--- src/rtl/div32_seq.sv ---
// div32_seq: sequential 32-bit restoring divider for the DIV/DIVU path.
// Produces one quotient bit per cycle. Each trial subtraction goes through
// one cla32 adder in subtract mode: the divisor is inverted and cin=1.
// An operation takes 34 cycles, counting the start cycle as cycle 1.
//
// Ports:
//   clk         : clock; all state changes on the rising edge
//   resetn      : synchronous active-low reset
//   start       : request a division; only sampled while idle
//   is_signed   : 1 = DIV (two's complement), 0 = DIVU; captured with start
//   dividend    : captured with start
//   divisor     : captured with start
//   busy        : high from the accepting edge until done
//   done        : one-cycle pulse when the results are valid
//   quotient    : registered quotient (LO); held until the next done
//   remainder   : registered remainder (HI); held until the next done
//   div_by_zero : registered divide-by-zero flag; held until the next done

module cla32 (
  input  logic [31:0] a,
  input  logic [31:0] b,
  input  logic        cin,
  output logic [31:0] sum,
  output logic        cout
);

  // Carries use 4-bit lookahead groups. Each group carry-out comes from the
  // group generate/propagate terms, so nothing ripples bit by bit.
  function automatic logic [32:0] carry_chain(input logic [31:0] p,
                                              input logic [31:0] g,
                                              input logic        c0);
    logic [32:0] c;
    logic        gg;
    logic        pp;
    int          b;
    c    = '0;
    c[0] = c0;
    for (int k = 0; k < 8; k++) begin
      b  = 4 * k;
      gg = g[b+3] | (p[b+3] & g[b+2]) | (p[b+3] & p[b+2] & g[b+1]) |
           (p[b+3] & p[b+2] & p[b+1] & g[b]);
      pp = p[b+3] & p[b+2] & p[b+1] & p[b];
      c[b+1] = g[b] | (p[b] & c[b]);
      c[b+2] = g[b+1] | (p[b+1] & g[b]) | (p[b+1] & p[b] & c[b]);
      c[b+3] = g[b+2] | (p[b+2] & g[b+1]) | (p[b+2] & p[b+1] & g[b]) |
               (p[b+2] & p[b+1] & p[b] & c[b]);
      c[b+4] = gg | (pp & c[b]);
    end
    return c;
  endfunction

  logic [31:0] p;
  logic [31:0] g;
  logic [32:0] c;

  always_comb begin
    p    = a ^ b;
    g    = a & b;
    c    = carry_chain(p, g, cin);
    sum  = p ^ c[31:0];
    cout = c[32];
  end

endmodule

module div32_seq (
  input  logic        clk,
  input  logic        resetn,
  input  logic        start,
  input  logic        is_signed,
  input  logic [31:0] dividend,
  input  logic [31:0] divisor,
  output logic        busy,
  output logic        done,
  output logic [31:0] quotient,
  output logic [31:0] remainder,
  output logic        div_by_zero
);

  localparam logic [1:0] S_IDLE = 2'd0;
  localparam logic [1:0] S_CALC = 2'd1;
  localparam logic [1:0] S_FIX  = 2'd2;

  function automatic logic [31:0] neg32(input logic [31:0] v);
    return (~v) + 32'd1;
  endfunction

  logic [1:0]  state_q, state_d;
  logic [4:0]  cnt_q, cnt_d;
  // The partial remainder is always below the divisor, so its 33rd bit is
  // always zero. Only the low 32 bits are kept.
  logic [31:0] r_q, r_d;
  logic [31:0] q_q, q_d;
  logic [31:0] dvs_q, dvs_d;
  logic        q_neg_q, q_neg_d;
  logic        r_neg_q, r_neg_d;
  logic        dz_q, dz_d;
  logic        done_q, done_d;
  logic [31:0] quot_q, quot_d;
  logic [31:0] rem_q, rem_d;
  logic        dbz_q, dbz_d;

  logic [32:0] t;
  logic [31:0] dvs_n;
  logic [31:0] sub_lo;
  logic        sub_cout;
  logic        sub_ge;

  // Trial subtraction T - |divisor|. Bit 32 of T has no partner bit in the
  // divisor, so the difference is non-negative if T[32] is set or the low
  // word produces no borrow (cout=1).
  assign t      = {r_q, q_q[31]};
  assign dvs_n  = ~dvs_q;
  assign sub_ge = t[32] | sub_cout;

  cla32 u_sub (
    .a    (t[31:0]),
    .b    (dvs_n),
    .cin  (1'b1),
    .sum  (sub_lo),
    .cout (sub_cout)
  );

  always_comb begin
    state_d = state_q;
    cnt_d   = cnt_q;
    r_d     = r_q;
    q_d     = q_q;
    dvs_d   = dvs_q;
    q_neg_d = q_neg_q;
    r_neg_d = r_neg_q;
    dz_d    = dz_q;
    done_d  = 1'b0;
    quot_d  = quot_q;
    rem_d   = rem_q;
    dbz_d   = dbz_q;
    case (state_q)
      S_IDLE: begin
        if (start) begin
          state_d = S_CALC;
          cnt_d   = 5'd0;
          r_d     = 32'd0;
          q_d     = (is_signed & dividend[31]) ? neg32(dividend) : dividend;
          dvs_d   = (is_signed & divisor[31])  ? neg32(divisor)  : divisor;
          q_neg_d = is_signed & (dividend[31] ^ divisor[31]);
          r_neg_d = is_signed & dividend[31];
          dz_d    = (divisor == 32'd0);
        end
      end
      S_CALC: begin
        r_d   = sub_ge ? sub_lo : t[31:0];
        q_d   = {q_q[30:0], sub_ge};
        cnt_d = cnt_q + 5'd1;
        if (cnt_q == 5'd31) begin
          state_d = S_FIX;
        end
      end
      S_FIX: begin
        // A zero divisor makes every trial succeed, so R ends up as
        // |dividend|. Restoring the sign then gives back the original
        // dividend. Only the quotient has to be forced.
        quot_d  = dz_q ? 32'hFFFF_FFFF : (q_neg_q ? neg32(q_q) : q_q);
        rem_d   = r_neg_q ? neg32(r_q) : r_q;
        dbz_d   = dz_q;
        done_d  = 1'b1;
        state_d = S_IDLE;
      end
      default: begin
        state_d = S_IDLE;
      end
    endcase
  end

  always_ff @(posedge clk) begin
    if (!resetn) begin
      state_q <= S_IDLE;
      cnt_q   <= 5'd0;
      r_q     <= 32'd0;
      q_q     <= 32'd0;
      dvs_q   <= 32'd0;
      q_neg_q <= 1'b0;
      r_neg_q <= 1'b0;
      dz_q    <= 1'b0;
      done_q  <= 1'b0;
      quot_q  <= 32'd0;
      rem_q   <= 32'd0;
      dbz_q   <= 1'b0;
    end else begin
      state_q <= state_d;
      cnt_q   <= cnt_d;
      r_q     <= r_d;
      q_q     <= q_d;
      dvs_q   <= dvs_d;
      q_neg_q <= q_neg_d;
      r_neg_q <= r_neg_d;
      dz_q    <= dz_d;
      done_q  <= done_d;
      quot_q  <= quot_d;
      rem_q   <= rem_d;
      dbz_q   <= dbz_d;
    end
  end

  assign busy        = (state_q != S_IDLE);
  assign done        = done_q;
  assign quotient    = quot_q;
  assign remainder   = rem_q;
  assign div_by_zero = dbz_q;

endmodule

--- config.mk ---
export PLATFORM = sky130hd
export DESIGN_NAME = div32_seq
export DESIGN_NICKNAME = d
export VERILOG_FILES = /design/src/rtl/div32_seq.sv
export SDC_FILE = /design/constraint.sdc
export NUM_CORES = 1
export LEC_CHECK = 0
export CORE_ASPECT_RATIO = 0.75
export CORE_MARGIN = 8
export CORE_UTILIZATION = 35
export CTS_CLUSTER_DIAMETER = 120
export CTS_CLUSTER_SIZE = 28
export DETAILED_ROUTE_END_ITERATION = 10
export PLACE_DENSITY = 0.52
export SLEW_MARGIN = 5
export SYNTH_ARGS = -nofsm -noshare
export SYNTH_HDL_FRONTEND = slang
export SYNTH_HIERARCHICAL = 1
export SYNTH_SLANG_ARGS = --single-unit
--- constraint.sdc ---
create_clock -name clk -period 8.8 [get_ports clk]
set_input_delay 0.88 -clock clk [delete_from_list [all_inputs] [get_ports clk]]
set_output_delay 0.88 -clock clk [all_outputs]
set_load 0.005 [all_outputs]
# Word level (Yosys, flattened, before mapping)
# Cells that the tools add are included.
# word_totals
regBits,172
latchBits,0
ramBits,0
mem_bits_ro,0
output_inout_bits,67
word_cells,262
memories,0
# op_classes
addsub,5
multipliers,0
div,0
n_lt_le_gt_ge,0
n_eq_ne,5
shift,0
n_mux,16
n_bitwise,217
reduce_logical,7
# ops
op,n
2-to-1 mux 32 bit,8
NOT 32 bit,5
"adder 32 x 1 -> 32 bit, second input constant",4
case mux 32 bit (2 select lines),2
bitwise AND 1 bit,127
bitwise OR 1 bit,81
XOR 32 bit,2
bitwise AND 32 bit,1
logical NOT 32 bit,1
case mux 5 bit (2 select lines),1
AND reduction 2 bit,3
"adder 5 x 1 -> 5 bit, second input constant",1
"equality test 5 bit, second input constant",1
2-to-1 mux 5 bit,1
2-to-1 mux 2 bit,2
"inequality test 2 bit, second input constant",2
case mux 2 bit (2 select lines),1
nonzero test 2 bit,2
"equality test 2 x 1 -> 1 bit, second input constant",1
"equality test 2 bit, second input constant",1
logical NOT 2 bit,1
2-to-1 mux 1 bit,1
XOR 1 bit,1

# Depth between registers and ports, before layout
# Gate-level depths: netlist of the first run.
# depth
word_depth,24
depth_mapped,17
mapped_depth_nobuf,15

# Cells and area by module
# Netlist of the first run, hierarchy kept.
# modules_own_cells
module,n_inst,cells_each,area_per_inst_um2
div32_seq,1,1233,9456.6
cla32,1,152,1301.2

# Least setup slack after synthesis of the first run
# Ideal clock, no wire load.
# synth_path
path_kind,register to register
startpoint,register r_q[12]
endpoint,register r_q[24]
setup_ns,0.128
arrival_time_ns,3.205
setup_slack_ns,5.468
stages_incl_launch_ff,17
path_buffers,2
synth_period_minus_slack_ns,3.332
path_cell_list,dfxtp_1 > ha_1 > a21o_2 > a21o_1 > a21oi_2 > nand4_2 > a311oi_4 > nor2_2 > a221o_1 > a21o_1 > or2_2 > clkbuf_1 > buf_1 > nand2_1 > a21oi_1 > a31oi_1 > nor2_1
# synth_between
elab_chain_cells,16
# synth_rtl
item,line,rtl
from (decl),92,"logic [31:0] r_q, r_d;"
from (signal assigned),191,r_q <= r_d;
bitwise AND 32 bit / XOR 32 bit (equally long branches),"58, 57",
bitwise AND 1 bit (on tied branches),"40, 41, 42",
"bitwise OR 1 bit, or another cell as far along",40,gg = g[b+3] | (p[b+3] & g[b+2]) | (p[b+3] & p[b+2] & g[b+1]) |
bitwise OR 1 bit / bitwise AND 1 bit (equally long branches),"40, 47",
bitwise OR 1 bit *,47,c[b+4] = gg | (pp & c[b]);
bitwise AND 1 bit *,47,
bitwise OR 1 bit *,47,
bitwise AND 1 bit *,47,
bitwise OR 1 bit *,47,
bitwise AND 1 bit *,47,
bitwise OR 1 bit *,47,
bitwise AND 1 bit *,47,
bitwise OR 1 bit *,47,
via sub_cout,106,logic sub_cout;
bitwise OR 1 bit *,114,assign sub_ge = t[32] | sub_cout;
2-to-1 mux 32 bit *,151,r_d = sub_ge ? sub_lo : t[31:0];
case mux 32 bit (2 select lines) *,137,case (state_q)
# Mark *: on every way through the listed nets, which the timed path passes. The rest lies on a longest branch.
# A chain may end at the register's enable or synchronous reset.

# Worst setup path in the final report of the first run
# layout_path
startpoint,register r_q[10]
endpoint,register r_q[4]
# layout_between
elab_chain_cells,19
# layout_rtl
item,line,rtl
XOR 32 bit,57,p = a ^ b;
bitwise AND 1 bit (on tied branches),"40, 41, 42",
"bitwise OR 1 bit, or another cell as far along (2 in a row)",40,
bitwise OR 1 bit / bitwise AND 1 bit (equally long branches),"40, 47",
bitwise OR 1 bit *,47,
bitwise AND 1 bit *,47,
bitwise OR 1 bit *,47,
bitwise AND 1 bit *,47,
[... 3 more ...],--,
bitwise AND 1 bit *,47,
bitwise OR 1 bit *,47,
bitwise AND 1 bit *,47,
bitwise OR 1 bit *,47,
via sub_cout,106,
bitwise OR 1 bit *,114,
2-to-1 mux 32 bit *,151,
case mux 32 bit (2 select lines) *,137,
# Marked as above.

==> impl_metrics.tcl, run 1 <==
set metrics [dict create \
    r2r-end "r_q[4]" \
    wl_microns 34400 \
    cts.clk_slew.worst_paths_ns 0.07 \
    yosys_warnings 6 \
    die-height_microns 168 \
    htreeDepth 4 \
    coreArea_sq_um 30200 \
    initial_core_util_pct 35.6 \
    synth_common_cells "172 x dfxtp_1, 139 x a21oi_1, 129 x nand2_1" \
    cp_slowest_cell "or2_2" \
    slew_headroom_pct 27.2 \
    fp.dieW_microns 218 \
    gp_congestion 0.833 \
    critical_path_class "register to register" \
    drt_iter0_drc 1070 \
    layout-drive-gt1-share_pct 5.20 \
    mappedNetlistArea_sq_um 10800 \
    cts_buffers 17 \
    cp.required_ns 9.11 \
    post-route-period-util_pct 43.2 \
    critPathMaxFanout 31 \
    syn_to_final_growth_pct 20.0 \
    finalPower_mw 3.54 \
    maxSlewViolCount 0 \
    setup_viol 0 \
    cp-end-kind "register" \
    crit_path_start_kind "register" \
    vias 10162 \
    final_cells 1860 \
    finalCoreUtilization_pct 42.7 \
    die-area_sq_um 36700 \
    whs_endpoint "div_by_zero" \
    worstPathCellList "ha_1, a21oi_1, o21ai_0, a32oi_1, nand4_2, a311oi_4, nor2_2, a221o_1, a21o_1, or2_2, nand2_1, a21oi_1, a31oi_1, nor2_1" \
    diodes 0 \
    synthDistinctLibCells 75 \
    hold_path_class "register to register" \
    synth_ff_type "dfxtp_1" \
    drv_cap 0 \
    r2r_start "r_q[10]" \
    ir_drop_mv 0.210 \
    place_hpwl_microns 24900 \
    numPortBuffers 134 \
    path_common_cell "a21oi_1" \
    tightest_slew_ns 1.09 \
    wl_per_cell_microns 18.5 \
    postCtsSetupBuffers 0 \
    drc 0 \
    grt_pass1_vias 9131 \
    min_from "div_by_zero" \
    fin_nets 1562 \
    ios 135 \
    yosysMostFrequentCell "dfxtp_1" \
    antenna_found_initial 0 \
    fp-row-count 55 \
    first_pass_iters 5 \
    yosysSeqAreaShare_pct 32.0 \
    placed_cells 1828 \
    regToRegSetupSlack_ns 5.00 \
    cpPeakStageDelay_ns 0.54 \
    clockBufferDepth 2 \
    routed_via_density 5.46 \
    cts_hold_buf 0 \
    grt_usage_pct 18.3 \
    cp.arrival_ns 4.11 \
    status "finished clean" \
    n_fill_cell 3091 \
    gr-total-overflow 0 \
    clock_latency_ns 0.44 \
    grt_first_pass_wirelength_microns 54100 \
    yosys.area.top_type "dfxtp_1" \
    synth_edf_count 0 \
    fin_skew_ns 0.0116 \
    async_reset_ff_share_pct 0 \
    synth_top_area_share_pct 32.0 \
    reg2reg_depth 14 \
    setup_tns_ns 0 \
    post-route-min-period_ns 3.80 \
    cts_num_sinks 172 \
    ys_ff_latch 172 \
    synth.area.top_cells "dfxtp_1 32%, xor2_1 7.4%, a21oi_1 6.5%" \
    worstHoldPathCells 2 \
    synthCells 1385 \
    rsz0062_at_grt "no" \
    ctsResizeCount 0 \
    power.density_nw_per_um2 274 \
    syn_area_per_cell_sq_um 7.77 \
    finalHoldViolations 0 \
    clock-root-buffer "clkbuf_16" \
    grt_max_degree 97 \
    fmax_mhz 263 \
    cts_tree "built" \
    ant_nets 0 \
    p_leak_nw 4.71 \
]
## sequential cells by signal, indices dropped and copies added, names as in the netlist
signal,flops
q_q,32
r_neg_q,1
dvs_q,32
q_neg_q,1
div_by_zero,1
done,1
r_q,32
remainder,32
cnt_q,5
quotient,32
state_q,2
dz_q,1
## how the worst max path moves through the flow
stage          slack [ns]  cells past startpoint  endpoint  startpoint
3_5_place_dp         5.00                     14   r_q[19]     r_q[10]
3_3_place_gp         5.04                     14   r_q[19]     r_q[10]
2_1_floorplan        5.47                     16   r_q[24]     r_q[12]
4_1_cts              4.96                     14    r_q[4]     r_q[10]
6_report             5.00                     14    r_q[4]     r_q[10]
5_1_grt              4.59                     14   r_q[19]     r_q[10]
## logic make-up after synthesis
family	after synthesis	synth area share, %
DFF	172	32.0
buffers and inverters	160	5.65
AOI/OAI and AO/OA	452	26.2
adders and majority gates	46	5.91
and+or+nand+nor	423	19.4
xor gates and xnor gates	120	9.77
other	1	0.0349
muxes	11	1.02
## worst max-delay path, delay by kind of cell (launching register included)
kind	cells	cell delay [ns]
fa+ha+maj	1	0.34
flops	1	0.53
simple gates	5	1.03
compound gates	8	1.75
## layer usage
metal / global-route usage [%] / routed length, microns / vias to the layer above
met5: 0 / 0 / -
met2: 21.9 / 12200 / 314
met3: 4.46 / 2460 / 18
met1: 30.8 / 19400 / 4694
met4: 3.73 / 281 / 0
li1: - / - / 5136
## cells in the final DEF (no fill, tap or decap), drive strengths merged, types with 9 or more instances in the layout
cell | netlist | final
o41ai | 22 | 22
nor4 | 27 | 27
clkdlybuf4s50 | 0 | 133
and3 | 13 | 13
a22oi | 16 | 16
xnor2 | 29 | 29
o22ai | 19 | 19
o21ai | 111 | 111
nand2 | 129 | 129
a211oi | 24 | 24
or4 | 11 | 11
nor2 | 106 | 106
nand3 | 27 | 27
nor3 | 29 | 29
clkbuf | 81 | 19
or2 | 9 | 9
dfxtp | 172 | 172
nand4 | 17 | 17
xor2 | 91 | 91
or3 | 15 | 15
buf | 22 | 12
a21o | 13 | 13
o31ai | 28 | 28
mux2i | 11 | 11
a21oi | 141 | 141
ha | 38 | 38
inv | 56 | 61
a31oi | 39 | 39
## layout make-up
class                   instances  area (sq um)  area share (%)
multi-input cells            1055          6740            52.2
flip-flops and latches        172          3440            26.7
repair buffers                145          1420            11.0
well taps                     399           499            3.87
clock buffers                  19           443            3.43
inverters                      57           215            1.67
clock inverters                13           158            1.22
## through the flow
stage                     setup WS [ns]  hold WS (ns)  cell area [sq um]
final                              5.00         0.459              12900
after CTS                          4.96         0.459              12900
after floorplan                    5.47         0.436              10800
after global routing               4.59         0.497              12900
after detailed placement           5.00         0.449              12300
after global placement             5.04         0.442              12300
## where the power goes
part | switching [mW] | internal (mW) | total (mW)
clock | 0.350 | 0.434 | 0.784
sequential | 0.153 | 0.854 | 1.01
combinational | 1.07 | 0.673 | 1.75
(Power assumes the default switching activity.)
==> run 2: changes to the inputs <==
Clock period 8.8 ns to 3.9 ns, I/O delays scaled along.
==> impl_metrics.tcl, run 2 (synthesis results as in run 1) <==
set metrics [dict create \
    cts_tree "built" \
    cp-end-kind "register" \
    power_frac_seq_pct 25.8 \
    antenna_found_initial 0 \
    n_fill_cell 3048 \
    drv_cap 0 \
    layout_common_cells "171 x dfxtp_1, 139 x a21oi_1, 133 x clkdlybuf4s50_1" \
    finalPower_mw 8.31 \
    die-area_sq_um 36700 \
    cts_num_sinks 172 \
    layout-drive-gt1-share_pct 6.93 \
    p_leak_nw 4.88 \
    regToRegSetupSlack_ns 0.38 \
    coreArea_sq_um 30200 \
    post-route-period-util_pct 90.1 \
    grt_pass1_vias 9276 \
    drc 0 \
    setup_viol 0 \
    ctsResizeCount 0 \
    switching_share_pct 43.0 \
    tightest_slew_ns 1.18 \
    fin_skew_ns 0.0135 \
    syn_to_final_growth_pct 22.3 \
    cp.required_ns 4.20 \
    r2r-end "r_q[7]" \
    cpPeakStageDelay_ns 0.36 \
    ir_drop_mv 0.470 \
    numPortBuffers 134 \
    clock-root-buffer "clkbuf_16" \
    maxSlewViolCount 0 \
    fp.dieW_microns 218 \
    setup_tns_ns 0 \
    routed_via_density 5.43 \
    gp_congestion 0.852 \
    first_pass_iters 7 \
    path_common_cell "a21o_1" \
    critPathMaxFanout 31 \
    cts.clk_slew.worst_paths_ns 0.07 \
    power.density_nw_per_um2 632 \
    slew_headroom_pct 21.4 \
    die-height_microns 168 \
    wl_microns 34600 \
    post-route-min-period_ns 3.52 \
    clockPowerShare_pct 22.1 \
    cts_hold_buf 0 \
    clockBufferDepth 2 \
    ios 135 \
    place_hpwl_microns 25700 \
    finalHoldViolations 0 \
    reg2reg_depth 16 \
    wl_per_cell_microns 18.3 \
    worstHoldPathCells 3 \
    min_from "resetn" \
    grt_max_degree 97 \
    hold_path_class "input pin to register" \
    pwr-share-comb_pct 52.2 \
    cts_buffers 17 \
    status "finished clean" \
    grt_usage_pct 18.5 \
    dp_worst_setup_slack_ns 0.379 \
    initial_core_util_pct 35.6 \
    clock_latency_ns 0.44 \
    seqCellArea_sq_um 3440 \
    grt_first_pass_wirelength_microns 54500 \
    worstPathCellList "inv_1, ha_1, a21o_2, a21o_1, a21oi_2, nand4_2, a311oi_4, nor2_2, a221o_1, a21o_1, or2_2, buf_12, nand2_1, a21oi_1, a31oi_1, nor2_1" \
    whs_endpoint "dvs_q[14]" \
    cp.arrival_ns 3.81 \
    p_sw_mw 3.57 \
    drt_iter0_drc 1006 \
    finalCoreUtilization_pct 43.5 \
    fp-row-count 55 \
    htreeDepth 4 \
    r2r_start "dvs_q[13]" \
    final_common_cell "dfxtp_1" \
    fin_nets 1588 \
    ant_nets 0 \
    fin_ws_ns 0.385 \
    multi_input_comb_area_sq_um 6740 \
    rsz0062_at_grt "no" \
    cp_slowest_cell "a221o_1" \
    vias 10235 \
    crit_path_start_kind "register" \
    diodes 0 \
    intPower_mw 4.74 \
    critical_path_class "register to register" \
    gr-total-overflow 0 \
    postCtsSetupBuffers 0 \
    fmax_mhz 284 \
]
## run 2: cell count changes in the layout (fill, tap and decap cells not counted), sizes merged
| cell | previous run | this run |
|---|---|---|
| clkbuf | 19 | 18 |
| clkinvlp | 3 | 1 |
| buf | 12 | 38 |
| clkinv | 4 | 7 |
| bufinv | 2 | 4 |
| inv | 61 | 59 |
## run 2: worst max-delay path by stage
stage	start	endpoint	cells past startpoint
floorplan	r_q[12]	r_q[24]	16
global placement	dvs_q[17]	r_q[0]	16
detailed placement	r_q[8]	r_q[7]	15
CTS	r_q[8]	r_q[7]	15
global route	dvs_q[11]	r_q[0]	16
finish	dvs_q[13]	r_q[7]	16
## run 2: routing by layer
layer	vias to the layer above	wire length [microns]	GRT usage, %
met1	4766	19800	31.2
met3	15	2040	3.87
met5	-	0	0
met2	270	12500	22.7
li1	5184	-	-
met4	0	252	3.50
## run 2: critical path: cells and delay by family (launching register included)
family	cells	cell delay [ns]
adders and majority gates	1	0.33
DFF	1	0.35
and+or+nand+nor	5	0.69
buffers and inverters	2	0.23
AOI/OAI and AO/OA	8	1.76
## run 2: area by class of cell
type                       instances  area share, %
sequential                       172           26.2
clock buffer                      18           3.26
multi-input combinational       1055           51.2
clock inverter                    14           1.46
timing repair buffer             171           12.5
tap                              399           3.79
inverter                          57           1.64
## run 2: power groups by stage
stage | clock [mW] | combinational (mW) | sequential (mW)
after CTS | 1.87 | 4.33 | 2.14
after detailed placement | 0 | 4.31 | 2.17
after floorplan | 0 | 3.17 | 2.14
after global routing | 1.94 | 4.82 | 2.17
after global placement | 0 | 4.30 | 2.17
final | 1.83 | 4.34 | 2.14
## run 2: stage by stage
stage                     std cells  hold WS [ns]  instance area, sq um
final                          1886         0.357                 13200
after global routing           1886         0.344                 13200
after global placement         1854         0.446                 12500
after floorplan                1387         0.436                 10800
after detailed placement       1854         0.452                 12500
after CTS                      1886         0.319                 13200
